### config.mk
export PLATFORM = sky130hd
export DESIGN_NAME = fixed_point_addsub_pipe
export DESIGN_NICKNAME = d
export VERILOG_FILES = /design/src/rtl/fixed_point_addsub_pipe.sv
export SDC_FILE = /design/constraint.sdc
export NUM_CORES = 1
export LEC_CHECK = 0
export CORE_MARGIN = 5
export CORE_UTILIZATION = 45
export CTS_BUF_LIST = sky130_fd_sc_hd__clkbuf_2
export CTS_CLUSTER_DIAMETER = 60
export DETAILED_ROUTE_END_ITERATION = 7
export DONT_BUFFER_PORTS = 1
export PLACE_DENSITY = 0.7
export SETUP_SLACK_MARGIN = 0.2
export SLEW_MARGIN = 25
export SYNTH_ARGS = -nofsm -noshare
export SYNTH_HDL_FRONTEND = slang
export SYNTH_SLANG_ARGS = --single-unit
### constraint.sdc
create_clock -name clk -period 23.8 [get_ports clk]
set_input_delay 4.76 -clock clk [delete_from_list [all_inputs] [get_ports clk]]
set_output_delay 4.76 -clock clk [all_outputs]
set_load 0.05 [all_outputs]
### src/rtl/fixed_point_addsub_pipe.sv
// -----------------------------------------------------------------------------
// fixed_point_addsub_pipe
//   Pipelined two's-complement fixed-point adder/subtractor. The carry chain
//   is split into CHUNK-bit slices, with one slice per register stage. Each
//   stage adds its slice plus the carry registered by the stage before it.
//   The operands travel down the pipe with the data, so higher slices are
//   consumed later. The last stage detects signed overflow and, when SATURATE
//   is set, clamps the result.
//
//   Flow control is valid/ready. A stage loads when it is empty or when its
//   content moves on. Bubbles therefore collapse, and the pipe sustains one
//   result per cycle.
//
// Parameters
//   WIDTH     operand/result width (signed, Q(WIDTH-FRAC_BITS).FRAC_BITS)
//   FRAC_BITS fractional bits; the binary point does not affect the arithmetic
//   CHUNK     carry-chain bits per stage; WIDTH must be a multiple of CHUNK
//   SATURATE  1: clamp on signed overflow, 0: wrap modulo 2^WIDTH
//
// Ports
//   clk, rst            clock (rising edge), asynchronous active-high reset
//   in_valid/in_ready   operand handshake (addend1, addend2, sub)
//   addend1, addend2    signed operands A and B
//   sub                 0: A+B, 1: A-B
//   out_valid/out_ready result handshake (sum, carry_out, overflow)
//   sum                 result, saturated or wrapped
//   carry_out           raw carry out of the MSB (unsigned view, pre-saturation)
//   overflow            signed overflow occurred on this result
// -----------------------------------------------------------------------------
module fixed_point_addsub_pipe #(
    parameter int WIDTH     = 64,
    parameter int FRAC_BITS = 32,
    parameter int CHUNK     = 16,
    parameter bit SATURATE  = 1'b1
) (
    input  logic             clk,
    input  logic             rst,
    input  logic             in_valid,
    output logic             in_ready,
    input  logic [WIDTH-1:0] addend1,
    input  logic [WIDTH-1:0] addend2,
    input  logic             sub,
    output logic             out_valid,
    input  logic             out_ready,
    output logic [WIDTH-1:0] sum,
    output logic             carry_out,
    output logic             overflow
);

    localparam int NSTAGE = WIDTH / CHUNK;
    localparam int LAST   = NSTAGE - 1;

    generate
        if (CHUNK <= 0 || (WIDTH % CHUNK) != 0) begin : g_bad_chunk
            $error("fixed_point_addsub_pipe: WIDTH must be a non-zero multiple of CHUNK");
        end
        if (FRAC_BITS < 0 || FRAC_BITS > WIDTH) begin : g_bad_frac
            $error("fixed_point_addsub_pipe: FRAC_BITS must lie in 0..WIDTH");
        end
    endgenerate

    // Per-stage state. Slot k holds the operand pair after slice k has been
    // added. raw_q[k] holds the result bits produced so far, and carry_q[k]
    // holds the carry into slice k+1. The last slot holds the final result.
    logic [NSTAGE-1:0] valid_q;
    logic [NSTAGE-1:0] carry_q;
    logic [WIDTH-1:0]  a_q   [NSTAGE];
    logic [WIDTH-1:0]  b_q   [NSTAGE];
    logic [WIDTH-1:0]  raw_q [NSTAGE];
    logic              ovf_q;

    logic [NSTAGE-1:0] ready;
    logic [NSTAGE-1:0] up_valid;
    logic [NSTAGE-1:0] nxt_carry;
    logic [WIDTH-1:0]  nxt_a   [NSTAGE];
    logic [WIDTH-1:0]  nxt_b   [NSTAGE];
    logic [WIDTH-1:0]  nxt_raw [NSTAGE];
    logic              nxt_ovf;

    // Ready propagates backwards from the consumer. in_ready is therefore
    // combinational from out_ready through every full stage.
    always_comb begin : ready_chain
        ready[LAST] = !valid_q[LAST] || out_ready;
        for (int k = LAST - 1; k >= 0; k--) begin
            ready[k] = !valid_q[k] || ready[k + 1];
        end
    end

    always_comb begin : datapath
        logic [WIDTH-1:0] src_a;
        logic [WIDTH-1:0] src_b;
        logic [WIDTH-1:0] src_raw;
        logic             src_c;
        logic [CHUNK:0]   part;
        for (int k = 0; k < NSTAGE; k++) begin
            if (k == 0) begin
                // Subtraction is A + ~B + 1. The +1 enters as the carry-in of slice 0.
                src_a       = addend1;
                src_b       = sub ? ~addend2 : addend2;
                src_raw     = '0;
                src_c       = sub;
                up_valid[k] = in_valid;
            end else begin
                src_a       = a_q[k - 1];
                src_b       = b_q[k - 1];
                src_raw     = raw_q[k - 1];
                src_c       = carry_q[k - 1];
                up_valid[k] = valid_q[k - 1];
            end
            part = {1'b0, src_a[k*CHUNK +: CHUNK]} + {1'b0, src_b[k*CHUNK +: CHUNK]}
                 + {{CHUNK{1'b0}}, src_c};
            nxt_a[k]                    = src_a;
            nxt_b[k]                    = src_b;
            nxt_raw[k]                  = src_raw;
            nxt_raw[k][k*CHUNK +: CHUNK] = part[CHUNK-1:0];
            nxt_carry[k]                = part[CHUNK];
        end

        // Signed overflow: the operands share a sign and the result's sign differs from it.
        nxt_ovf = (nxt_a[LAST][WIDTH-1] == nxt_b[LAST][WIDTH-1])
               && (nxt_raw[LAST][WIDTH-1] != nxt_a[LAST][WIDTH-1]);
        if (SATURATE && nxt_ovf) begin
            nxt_raw[LAST] = nxt_a[LAST][WIDTH-1] ? {1'b1, {(WIDTH-1){1'b0}}}
                                                 : {1'b0, {(WIDTH-1){1'b1}}};
        end
    end

    // NOTE: state uses non-blocking assignments so every stage samples its
    // predecessor's pre-edge value; blocking here would shoot data through.
    always_ff @(posedge clk or posedge rst) begin
        if (rst) begin
            valid_q <= '0;
            carry_q <= '0;
            ovf_q   <= 1'b0;
            // NOTE: the data slots are reset as well, not just the valids,
            // because sum must read 0 during and after reset.
            for (int k = 0; k < NSTAGE; k++) begin
                a_q[k]   <= '0;
                b_q[k]   <= '0;
                raw_q[k] <= '0;
            end
        end else begin
            for (int k = 0; k < NSTAGE; k++) begin
                if (ready[k]) begin
                    valid_q[k] <= up_valid[k];
                    // Data loads only with a real item. A bubble leaves the
                    // slot (and so the outputs) untouched.
                    if (up_valid[k]) begin
                        a_q[k]     <= nxt_a[k];
                        b_q[k]     <= nxt_b[k];
                        raw_q[k]   <= nxt_raw[k];
                        carry_q[k] <= nxt_carry[k];
                    end
                end
            end
            if (ready[LAST] && up_valid[LAST]) begin
                ovf_q <= nxt_ovf;
            end
        end
    end

    assign in_ready  = ready[0];
    assign out_valid = valid_q[LAST];
    assign sum       = raw_q[LAST];
    assign carry_out = carry_q[LAST];
    assign overflow  = ovf_q;

endmodule

## After elaboration in Yosys (flattened, before gate mapping)

Cells that the tools add are included.

- Register bits: 553
- Input port bits: 133
- Output and inout bits: 68
- Word-level logic and storage cells: 47

- Add/subtract/negate cells: 8
- Equality and inequality tests: 2
- Mux-type cells: 3
- Bitwise operators: 1
- Reduce and logical (&&, ||, !) cells: 14

Operator list:

| kind | number |
|---|---|
| 64-bit 2-to-1 mux | 3 |
| 16-bit by 16-bit adder with 17-bit output | 4 |
| 17-bit by 1-bit adder with 17-bit output | 4 |
| 64-bit NOT | 1 |
| 2-bit AND reduction | 4 |
| 1-bit zero test | 4 |
| 1-bit logical OR | 4 |
| 1-bit logical AND | 2 |
| 1-bit == test | 1 |
| 1-bit inequality test | 1 |

## Depth between registers and ports, before layout

- Word-level depth: 6
- Gate-level depth with buffers: 12
- Gate-level depth less buffers: 10

## Worst setup path after synthesis

Ideal clock, no wire load.

- Path type: input -> output
- Start: input port out_ready
- End: output port in_ready
- Data arrival time: 5.354 ns
- Data required time: 19.040 ns
- Path slack: 13.686 ns
- Stages on the path: 3
- Buffers on the path: 0
- Path through: nand4b_1 inv_1 nand2_1

- Cells in the longest elaborated chain, start to end: 4

RTL lines:

| item | RTL line | source |
|---|---|---|
| from (decl) | 44 | `input logic out_ready,` |
| 1-bit logical OR | 83 | `ready[LAST] = !valid_q[LAST] \|\| out_ready;` |
| 1-bit logical OR (3 in series) | 85 | `ready[k] = !valid_q[k] \|\| ready[k + 1];` |
| to (decl) | 39 | `output logic in_ready,` |

No other way between the ends.

## Final worst setup path

Same ends and word-level chain as after synthesis.

==> impl_metrics.tcl <==
set metrics [dict create \
    route.met2.wl_um 18000 \
    grt_max_degree 172 \
    start_util_pct 45.3 \
    synthTopCellsByArea "dfrtp_1 53%, nand2_1 8.9%, mux2_2 7.6%" \
    pwr-share-comb_pct 31.2 \
    synthCells 1687 \
    pwr_density_cell_mw_per_mm2 126 \
    detail-route-antenna-nets 0 \
    cts_resized 0 \
    async_reset_ff_share_pct 100 \
    grt_pass1_vias 12600 \
    area_growth_pct 7.37 \
    clk_latency_ns 0.97 \
    synth_nets 1887 \
    cts_root_buf "clkbuf_2" \
    ys_warn_count 0 \
    arrival_ns 5.56 \
    maxSlewHeadroom_pct 32.2 \
    dieArea_mm2 0.0417 \
    grt_remaining_overflow 0 \
    outcome "completed" \
    setup.worst_path.class "in2out" \
    critical_path.endpoint_type "output pin" \
    cts_hold_buf 0 \
    wire_per_inst_um 16.7 \
    syn-cell-area_mm2 0.0170 \
    fmaxAchievable_mhz 96.9 \
    grt_pass1_wl_um 64000 \
    met1Wirelength_um 17000 \
    peakVddDrop_mv 0.0570 \
    clkPwrFrac_pct 18.5 \
    worst_pin_slew_ns 1.02 \
    fin_ws_ns 13.48 \
    whs_path_depth 2 \
    vias_per_cell 5.20 \
    yosysSeqAreaShare_pct 53.2 \
    mostFrequentLayoutCells "399 x nand2_1, 361 x dfrtp_1, 128 x clkbuf_2, 122 x o21ai_0, 114 x mux2_2" \
    cts.htree.levels 3 \
    setup-violations-final 0 \
    post-route-min-period_ns 10.32 \
    worstPathMaxFanout 4 \
    row_count 71 \
    synthFlopType "dfrtp_1" \
    cts_tree "built" \
    drt-pass1-iter-count 5 \
    wl_met3_um 2130 \
    via_count 11900 \
    fin_crit_sh_pct 43.4 \
    remaining_drc_errors 0 \
    slew_viol_final 0 \
    rsz0062_at_grt "no" \
    dr.first_iter.drc_count 630 \
    leakage_nw 8.60 \
    netlist.top_cell.by_area "dfrtp_1" \
    layout.nets 1909 \
    gp_congestion 0.864 \
    start_kind "primary input" \
    p_int_mw 1.29 \
    r2r_cells 9 \
    clkTransAtPathRegs_ns 0.09 \
    synth_edf_count 0 \
    max-cap-violations 0 \
    tritoncts.num_buffers 94 \
    cts_setup_buffers 0 \
    grtUsageTotal_pct 18.7 \
    fin_worst_skew_ns 0.0410 \
    fp.coreArea_mm2 0.0375 \
    seq_power_share_pct 50.3 \
    pre_cts_ws_ns 13.51 \
    clockBufferDepth 3 \
    antenna_found_initial 2 \
    finalWirelength_um 38200 \
    avgSynthCellArea_um2 10.1 \
    setup_tns_ns 0 \
    die_x_um 204 \
    io-pin-count 201 \
    hold_class "reg2reg" \
    switchingPower_mw 1.00 \
    synth_top_area_share_pct 53.2 \
    dp_hpwl_um 25700 \
    drive_gt1_share_pct 15.8 \
    top_layer "met4" \
    layout_commonest_cell "nand2_1" \
    clkSinkCount 361 \
    ys_ff_latch 361 \
    hold_violations 0 \
    swShare_pct 43.8 \
    portBuffers 0 \
    synth_cell_types 61 \
    fp.dieH_um 204 \
    required_ns 19.04 \
]
==> power by group through the flow <==
stage          Combinational, mW  Clock (mW)  Sequential (mW)
2_1_floorplan              0.595           0             1.12
3_3_place_gp               0.691           0             1.16
3_5_place_dp               0.713           0             1.17
4_1_cts                    0.717       0.447             1.16
5_1_grt                    0.812       0.479             1.18
6_report                   0.715       0.425             1.15
==> stage by stage <==
step / std cells / power (mW) / hold slack (ns) / utilization (%) / instance area [um^2]
finish: 2284 / 2.29 / 0.456 / 48.7 / 18200
global route: 2284 / 2.47 / 0.483 / 48.7 / 18200
CTS: 2282 / 2.32 / 0.449 / 48.6 / 18200
detailed placement: 2124 / 1.88 / 0.449 / 46.4 / 17400
global placement: 2124 / 1.86 / 0.448 / 46.4 / 17400
floorplan: 1687 / 1.71 / 0.433 / - / 17000
==> final cells by class <==
type / count / area [um^2]
clock inverter: 30 / 200
clock buffer: 128 / 641
inverter: 31 / 124
antenna: 2 / 5.00
sequential: 361 / 9030
fill: 3536 / 19200
multi-input combinational: 1212 / 7520
timing repair buffer: 9 / 80.1
tap: 511 / 639
==> kinds of logic (layout without fill, tap and decap cells) <==
family          count (synthesis)  count (layout)  share of synthesized area [%]
fa+ha+maj                      67              67                           5.24
simple gates                  595             595                           14.3
compound gates                331             331                           11.4
buf+inv                       114             198                           2.90
flops                         361             361                           53.2
mux                           116             116                           7.67
other cells                     0               2                              0
xor+xnor                      103             103                           5.31
==> flip-flops by register name, indices dropped and copies added, names as in the netlist, 16 cells and up <==
signal,flops
datapath.src_raw,48
nxt_raw,48
datapath.src_b,16
datapath.src_a,16
b_q,80
sum,64
a_q,80
==> routing by layer <==
metal | GRT usage, % | vias to the layer above
met3 | 4.55 | 91
met4 | 7.87 | 0
met1 | 24.7 | 5700
met5 | 0 | -
li1 | - | 5776
met2 | 29.7 | 301
==> synth_stat cells, types with 2 or more instances <==
master     count
nand4_1        2
nor4_1         2
a21o_1        27
a31oi_1        8
a41oi_1        2
mux2_2       114
a211oi_1       3
inv_1         31
buf_2          7
ha_1          60
and3_1         6
a21boi_0       3
buf_6          7
or2_2          5
a2111oi_0      2
nor2b_1        8
buf_1         13
nor2_1       110
o21bai_1       2
mux2i_1        2
o21ai_0      122
nand3_1       11
clkbuf_1      55
xnor2_1       72
o31ai_1       11
fa_1           7
a311oi_1       2
dfrtp_1      361
o211ai_1       4
nand2_1      402
o41ai_1        2
o21a_1        19
nor3_1        17
nand3b_1       5
nand2b_1      15
a21oi_1      109
and2_1         2
o22ai_1        3
or3_1          2
xor2_1        31
==> critical path, stage by stage <==
cell and delay (ns):
nand4b_1 0.27, inv_1 0.12, nand2_1 0.40
==> worst paths after layout <==
kind | start | endpoint | slack (ns)
setup / recovery | out_ready | in_ready | 13.48
hold / removal | a_q[237] | a_q[173] | 0.46
setup reg to reg | datapath.src_a[58] | sum[58] | 20.05
hold reg to reg | a_q[237] | a_q[173] | 0.46
max in group asynchronous | rst | a_q[185] | 18.46
min in group asynchronous | rst | a_q[245] | 3.82
(Power assumes the default switching activity.)
